--- config.mk ---
export PLATFORM = sky130hd
export DESIGN_NAME = pow_mul_unit
export DESIGN_NICKNAME = d
export VERILOG_FILES = /design/src/rtl/pow_mul_pkg.sv /design/src/rtl/pow_mul_unit_mul_trunc.sv /design/src/rtl/pow_mul_unit.sv
export SDC_FILE = /design/constraint.sdc
export NUM_CORES = 1
export LEC_CHECK = 0
export ABC_AREA = 0
export BUFFER_PORTS_ARGS = -buffer_cell sky130_fd_sc_hd__clkbuf_2
export CAP_MARGIN = 20
export CORE_UTILIZATION = 50
export CTS_CLUSTER_DIAMETER = 50
export DETAILED_ROUTE_END_ITERATION = 16
export PLACE_DENSITY = 0.69
export SYNTH_ARGS = -nofsm -noshare
export SYNTH_HDL_FRONTEND = slang
export SYNTH_HIERARCHICAL = 1
export SYNTH_SLANG_ARGS = --single-unit
--- constraint.sdc ---
create_clock -name clk -period 6 [get_ports clk]
set_input_delay 0.6 -clock clk [delete_from_list [all_inputs] [get_ports clk]]
set_output_delay 0.6 -clock clk [all_outputs]
set_load 0.1 [all_outputs]
--- src/rtl/pow_mul_pkg.sv ---
// Shared definitions for the power/multiply unit: FSM states and default widths.
package pow_mul_pkg;

    // Operand width and result width used when the instantiator does not override them.
    localparam int W_DEFAULT  = 4;
    localparam int RW_DEFAULT = 16;

    // Controller states: waiting for operands, iterating the power, holding the result.
    typedef enum logic [1:0] {
        IDLE = 2'd0,
        CALC = 2'd1,
        DONE = 2'd2
    } state_t;

endpackage : pow_mul_pkg

--- src/rtl/pow_mul_unit_mul_trunc.sv ---
// Combinational RW x W multiplier returning the product modulo 2^RW plus an
// overflow flag that is set when any bit above RW-1 of the exact product is set.
module mul_trunc #(
    parameter int W  = 4,
    parameter int RW = 16
) (
    input  logic [RW-1:0] a,
    input  logic [W-1:0]  b,
    output logic [RW-1:0] p,
    output logic          ovf
);

    logic [RW+W-1:0] full_prod;

    // Exact product at full width, then split into kept bits and discarded bits.
    always_comb begin
        full_prod = {{W{1'b0}}, a} * {{RW{1'b0}}, b};
        p         = full_prod[RW-1:0];
        ovf       = |full_prod[RW+W-1:RW];
    end

endmodule : mul_trunc

--- src/rtl/pow_mul_unit.sv ---
// Power / multiply unit: returns x**y (mod 2^RW) when x==y, otherwise x*y.
// A single multiplier is shared: it forms x*y directly at accept time, and
// acc*x once per cycle while iterating the power.
module pow_mul_unit
    import pow_mul_pkg::*;
#(
    parameter int W  = W_DEFAULT,
    parameter int RW = RW_DEFAULT
) (
    input  logic          clk,
    input  logic          rst,
    input  logic          in_valid,
    output logic          in_ready,
    input  logic [W-1:0]  x,
    input  logic [W-1:0]  y,
    output logic          out_valid,
    input  logic          out_ready,
    output logic [RW-1:0] o,
    output logic          ovf,
    output logic          pow_mode
);

    generate
        if (RW < 2*W) begin : g_rw_check
            $error("pow_mul_unit: RW must be at least 2*W");
        end
    endgenerate

    localparam logic [W-1:0]  CNT_ONE = W'(1);
    localparam logic [RW-1:0] ACC_ONE = RW'(1);

    state_t        state_reg;
    logic [RW-1:0] acc_reg;
    logic [W-1:0]  cnt_reg;
    logic [W-1:0]  x_reg;
    logic          ovf_reg;
    logic          pow_mode_reg;

    logic [RW-1:0] mul_a;
    logic [W-1:0]  mul_b;
    logic [RW-1:0] mul_p;
    logic          mul_ovf;

    // In IDLE the multiplier sees the live operands (multiply mode); otherwise acc*x.
    always_comb begin
        mul_a = acc_reg;
        mul_b = x_reg;
        if (state_reg == IDLE) begin
            mul_a = RW'(x);
            mul_b = y;
        end
    end

    mul_trunc #(
        .W  (W),
        .RW (RW)
    ) u_mul_trunc (
        .a   (mul_a),
        .b   (mul_b),
        .p   (mul_p),
        .ovf (mul_ovf)
    );

    // Controller: accept operands, iterate the power, hold the result until taken.
    always_ff @(posedge clk or posedge rst) begin
        if (rst) begin
            state_reg    <= IDLE;
            acc_reg      <= '0;
            cnt_reg      <= '0;
            x_reg        <= '0;
            ovf_reg      <= 1'b0;
            pow_mode_reg <= 1'b0;
        end else begin
            case (state_reg)
                IDLE: begin
                    if (in_valid) begin
                        x_reg   <= x;
                        ovf_reg <= 1'b0;
                        if (x != y) begin
                            // x*y fits in 2W <= RW bits, so no overflow is possible here.
                            acc_reg      <= mul_p;
                            cnt_reg      <= '0;
                            pow_mode_reg <= 1'b0;
                            state_reg    <= DONE;
                        end else begin
                            acc_reg      <= ACC_ONE;
                            cnt_reg      <= y;
                            pow_mode_reg <= 1'b1;
                            state_reg    <= (y == '0) ? DONE : CALC;
                        end
                    end
                end
                CALC: begin
                    acc_reg <= mul_p;
                    cnt_reg <= cnt_reg - CNT_ONE;
                    if (mul_ovf) begin
                        ovf_reg <= 1'b1;
                    end
                    if (cnt_reg == CNT_ONE) begin
                        state_reg <= DONE;
                    end
                end
                DONE: begin
                    if (out_ready) begin
                        state_reg <= IDLE;
                    end
                end
                default: begin
                    state_reg <= IDLE;
                end
            endcase
        end
    end

    assign in_ready  = (state_reg == IDLE) && !rst;
    assign out_valid = (state_reg == DONE);
    assign o         = acc_reg;
    assign ovf       = ovf_reg;
    assign pow_mode  = pow_mode_reg;

endmodule : pow_mul_unit
Yosys cells after proc, flatten, opt, wreduce, memory -nomap -nowiden --
Index checks and enable logic that the tools add are counted.
Word-level totals: bits of input ports 12, word-level logic and storage cells 44, output and inout bits 20, register bits 28
Cells by class: multiply operators 1, equal/unequal tests 8, reductions and logical operators 10, add/sub/neg operators 1, muxes and demuxes 18
Operators by type and width (count):
- two-way mux 16 bit | 3
- case mux 16 bit (2 select lines) | 1
- multiplier 16 x 4 -> 20 bit | 1
- two-way mux 4 bit | 3
- two-way mux 2 bit | 5
- case mux 4 bit (2 select lines) | 1
- inequality test 2 bit, second input constant | 3
- case mux 2 bit (3 select lines) | 1
- AND reduction 3 bit | 2
- equality test 4 x 1 -> 1 bit, second input constant | 1
- zero test 4 bit | 1
- inequality test 4 bit | 1
- AND reduction 2 bit | 2
- OR reduction 4 bit | 1
- subtractor 4 x 1 -> 4 bit, second input constant | 1
- two-way mux 1 bit | 3
- equality test 2 x 1 -> 1 bit, second input constant | 1
- equality test 2 bit, second input constant | 1
- zero test 2 bit | 1
- inequality test 2 x 1 -> 1 bit, second input constant | 1
- case mux 1 bit (2 select lines) | 1
- nonzero test 2 bit | 1
- logical AND 1 bit | 1
- zero test 1 bit | 1

Depth between registers and ports, before layout --
depth after elaboration 6, gate-level depth with buffers 20, gate-level depth less buffers 16

By module --
Netlist, hierarchy kept.
Modules (own cells, without submodules):
- mul_trunc | area an instance 2034.5 um2, cells an instance 264, times used 1, sequential area each 0.0 um2
- pow_mul_unit | area an instance 1600.3 um2, cells an instance 159, times used 1, sequential area each 700.7 um2

Worst setup path after synthesis --
No wires, ideal clock.
path type register to register, from register state_reg[1], to register ovf_reg, in the netlist ovf, required time 5.877 ns, path slack 1.535 ns, buffers on the path 3, cell stages (with the launch flop) 20, data arrival time 4.342 ns, clock period less this slack 4.465 ns, library setup time 0.123 ns, path through dfrtp_1 -> buf_2 -> nor2_1 -> buf_2 -> mux2_2 -> clkbuf_1 -> and2_1 -> fa_1 -> inv_1 -> fa_1 -> inv_1 -> ha_1 -> a21oi_2 -> inv_2 -> o311a_4 -> a221oi_2 -> xor2_1 -> nand4_1 -> a21oi_1 -> nor2_1
Between the ends: cells in the longest elaborated chain, start to end 6, elaborated cells on any way between the ends 11, those cells by class mul: 1; eq/ne: 3; mux: 3; reduce/logical: 4
RTL lines:
- from (decl) | line pow_mul_unit.sv:32 | state_t state_reg;
- from (signal assigned) | line pow_mul_unit.sv:89 | state_reg <= (y == '0) ? DONE : CALC;
- zero test 2 bit | line pow_mul_unit.sv:48 | if (state_reg == IDLE) begin
- two-way mux 4 bit | line pow_mul_unit.sv:48
- via mul_b[3] | line pow_mul_unit.sv:40 | logic [W-1:0] mul_b;
- multiplier 16 x 4 -> 20 bit | line pow_mul_unit_mul_trunc.sv:17 | full_prod = {{W{1'b0}}, a} * {{RW{1'b0}}, b};
- OR reduction 4 bit | line pow_mul_unit_mul_trunc.sv:19 | ovf = |full_prod[RW+W-1:RW];
- via mul_ovf | line pow_mul_unit.sv:42 | logic mul_ovf;
- inequality test 2 bit (no line)
- AND reduction 3 bit (no line)
- to (signal assigned) | line pow_mul_unit.sv:71 | ovf_reg <= 1'b0;
- to (signal assigned) | line pow_mul_unit.sv:78 | ovf_reg <= 1'b0;
- to (signal assigned) | line pow_mul_unit.sv:97 | ovf_reg <= 1'b1;
- to (decl) | line pow_mul_unit.sv:36 | logic ovf_reg;
The timed path passes the listed nets, and every way through them passes these cells. A chain may end at the register's enable or synchronous reset.

Worst setup path in the final report --
from register state_reg[0], to register acc_reg[13], in the netlist o[13]
Between the ends: cells in the longest elaborated chain, start to end 6, elaborated cells on any way between the ends 11, those cells by class mul: 1; eq/ne: 2; mux: 5; reduce/logical: 3
RTL lines:
- zero test 2 bit (*) | line pow_mul_unit.sv:48
- two-way mux 4 bit (*) | line pow_mul_unit.sv:48
- via mul_b[3] | line pow_mul_unit.sv:40
- multiplier 16 x 4 -> 20 bit (*) | line pow_mul_unit_mul_trunc.sv:17
- via mul_p[13] | line pow_mul_unit.sv:41 | logic [RW-1:0] mul_p;
- two-way mux 16 bit | line pow_mul_unit.sv:79 | if (x != y) begin
- two-way mux 16 bit | line pow_mul_unit.sv:76 | if (in_valid) begin
- case mux 16 bit (2 select lines) (*) | line pow_mul_unit.sv:74 | case (state_reg)
- to (signal assigned) | line pow_mul_unit.sv:81 | acc_reg <= mul_p;
- to (signal assigned) | line pow_mul_unit.sv:94 | acc_reg <= mul_p;
- to (decl) | line pow_mul_unit.sv:33 | logic [RW-1:0] acc_reg;
Mark *: on every way through the listed nets, which the timed path passes. The rest lies on a longest branch. The select of a mux whose other input is x is not followed.

==> summary.txt <==
Global route
  • First-pass GRT wire length: roughly 14000 µm
  • Initial antenna violation count: 0
  • GRT Util Overall: 0.236
  • Largest net degree at the start of global routing: 18
  • Vias in the first global route: 2886
  • Grt total ovfl: 0

Cells and area
  • Number of flip-flops in the largest register: 16
  • Multi-input gate area: ~0.0026 mm²
  • Filler cells: around 670
  • Final net count: 510
  • P&R area growth vs syn: 8.02%
  • Layout cells sized above 1: 0.135
  • Antenna Cells: 0
  • Storage element area: 701 µm²
  • Non-Filler Instances: around 540

Synth
  • Post-synthesis xor/xnor area fraction: 0.0458
  • Syn nets: 489
  • Multiplexer share of the synthesized area: 0.0719
  • Synth cell count leaders: 54 x inv_1, 48 x nand2_1, 46 x and2_1
  • Synth Instances: approximately 420
  • Most frequent cell after synthesis: inv_1
  • Compound-Gate Fraction of Synth Area: 0.141
  • Post-synth EDFFs: 0
  • YS warnings: 6
  • Synth top area cells: dfrtp_1 19%, fa_1 15%, ha_1 9.0%, and2_1 7.9%, inv_1 5.6%
  • Flip-flop and latch count after synthesis: 28
  • Simple-gate share of the synthesized area: 0.219
  • Largest family of logic cells by synthesized area: adder cells
  • FFs w/ async S/R, synth: 1.00
  • Sequential share of the synthesized area: 0.193
  • Post-synthesis adder-cell area fraction: 0.244
  • Syn Area/Cell: roughly 8.6 µm²
  • Dominant cell type by area after synthesis: dfrtp_1
  • Yosys cell types: 56
  • Main flop type after synthesis: dfrtp_1
  • Yosys top cell area share: 0.193
  • Post-Syn Area: 0.00363 mm²

STA
  • Unrepaired setup endpoints after global routing: false
  • Final setup TNS: 0 ns
  • Slew margin rel.: 0.512
  • Hold WS: around 0.36 ns
  • Worst slew pin tran: between 0.7 and 0.8 ns
  • Achievable Freq: between 200 and 250 MHz
  • Final Max Tran Viols: 0
  • Worst Clk Skew: a little under 0.006 ns
  • Final period utilization: 0.833
  • Setup-failing EPs final: 0
  • Fin crit period: roughly 5 ns
  • Final number of hold-violating endpoints: 0

Place
  • Final HPWL DP: between 6000 and 7000 µm
  • Placed Cells: around 540
  • Routability cong.: 0.926
  • IO Port Bufs: 31

Drt
  • Top Metal Used: met4
  • WL met3: between 300 and 400 µm
  • Detail Route Antenna Nets: 0
  • Final WL: approximately 8300 µm
  • Met1 wire length: around 4000 µm
  • # DRC: 0
  • Drt wl/cell: around 15 µm
  • Total number of vias: ~3.0k
  • Initial DRC count: 180
  • DR pass1 iterations: 5
  • Routed met2 length: ~3900 µm
  • Via density: 5.55

Run status
  • Status: finished clean

Floorplanning
  • Number of placed I/O pins: 32
  • Die X: 87.3 µm
  • Core box area: 0.00691 mm²
  • Die ar.: between 0.007 and 0.008 mm²
  • Rows: 30
  • Die Height: 87.3 µm
  • Initial Util: 0.526

CTS
  • Root Driver: clkbuf_8
  • Post-CTS Repair Setup Buffers: 0
  • Clock transition at the registers of the reported paths: 0.10 ns
  • CTS buffer count: 3
  • Clock sink total: 28
  • H-tree Lvls: 1
  • Hold buffer count at CTS: 0
  • CTS tree: built
  • Post-cts sizing count: 0
  • Clk buf depth: 2
  • Insertion delay to the later sink of the worst-skew pair: ~0.28 ns

Power and ir drop
  • P per Cell Area: between 500 and 600 mW/mm²
  • Sw power: 1.19 mW
  • Leak pwr: 1.99 nW
  • Clock power frac: 0.074
  • Tot Pwr: a little over 2 mW
  • Logic pwr share: 0.757
  • Sequential share of power: 0.169
  • Cell internal pwr: 0.843 mW
  • VDD IR-drop max: 0.393 mV
  • Switching portion of total power: 0.586

Setup path
  • Worst path arrival time: approximately 5.2 ns
  • Startpoint types: register
  • Bufs and invs on worst path: 2
  • Critical path's top delay family: adder cells
  • Worst Path Max Fanout: 16
  • Critical Path End Type: register
  • Worst-path cell chain: nor2_1 -> mux2_2 -> and2_1 -> fa_1 -> inv_1 -> fa_1 -> inv_1 -> ha_1 -> a21oi_1 -> a21o_1 -> and2_1 -> o21bai_1 -> a31oi_1 -> xnor2_1 -> mux2i_1 -> a21oi_1
  • Slowest stage delay, CP: approximately 0.64 ns
  • CP required: 6.21 ns
  • Crit path max-delay cell type: nor2_1
  • Crit Path Category: reg2reg

Run
  • Max Cap Viol: 0

Hold path
  • Hold Path Class: in2async
## through the flow
| stage | worst slack, ns | cell area, µm² | utilization |
|---|---|---|---|
| final | 1.00 | 3930 | 0.568 |
| after global placement | 1.13 | 3830 | 0.554 |
| after floorplan | 1.53 | 3630 | - |
| after global routing | 0.709 | 3930 | 0.568 |
| after CTS | 1.04 | 3930 | 0.568 |
| after detailed placement | 1.03 | 3850 | 0.558 |
## power by group through the flow
stage	registers, mW	logic (mW)	clock network [mW]
after detailed placement	0.347	1.54	0
after CTS	0.343	1.55	0.156
after floorplan	0.672	0.916	0
after global routing	0.355	1.70	0.163
final	0.344	1.54	0.150
after global placement	0.345	1.51	0
## worst reg2reg max path: cells and delay by family, from the launching register on
family / cells / cell delay, ns
multiplexers: 2 / 0.67
XOR/XNOR: 1 / 0.23
adder cells (fa/ha/maj): 3 / 1.39
flip-flops: 1 / 0.55
AO/OA/AOI/OAI: 5 / 0.93
AND/OR/NAND/NOR: 3 / 1.03
buffers and inverters: 2 / 0.10
## layout by cell type (no fill, tap or decap), drive strengths merged, types with 2 or more instances in the layout
master,synthesis,routed
nand2b,2,2
and2,47,47
nand3,5,5
buf,11,4
a221oi,3,3
mux2,9,9
nor3b,3,3
and3,4,4
xor2,3,3
fa,28,28
and4,2,2
o21a,3,3
inv,55,55
o31a,2,2
a21o,4,4
o211ai,4,4
dfrtp,28,28
nand4,5,5
clkbuf,8,34
a21oi,32,32
nor2b,14,14
nand2,48,48
o21bai,2,2
nor2,11,11
xnor2,16,16
mux2i,16,16
a31oi,3,3
ha,26,26
nor4,2,2
o21ai,10,10
o32ai,2,2
## cells by family after synthesis
logic type,count (synthesis)
AO/OA/AOI/OAI,75
XOR/XNOR,19
adder cells (fa/ha/maj),54
buffers and inverters,74
flip-flops,28
multiplexers,25
AND/OR/NAND/NOR,148
## metal layers
metal  up-vias  global-route usage
met1      1475               0.344
met3         6              0.0313
met4         0              0.0373
li1       1445                   -
met5         -                   0
met2        64               0.379
## path summary, 6_finish.rpt
path	start	endpoint	slack (ns)	depth (start not counted)
setup reg to reg	state_reg[0]	o[13]	1.00	16
min in group clk	x_reg[0]	x_reg[0]	0.48	2
hold / removal	rst	x_reg[1]	0.36	2
max in group asynchronous	rst	o[0]	5.16	3
hold reg to reg	x_reg[0]	x_reg[0]	0.48	2
setup / recovery	state_reg[0]	o[13]	1.00	16
## area by class of cell
class                   count  area share
clock buffers               3      0.0105
clock inverters             1     0.00765
inverters                  55      0.0526
multi-input cells         321       0.668
flip-flops and latches     28       0.178
well taps                  96      0.0306
repair buffers             35      0.0523
Note: power is estimated with default switching activity, not from simulation.
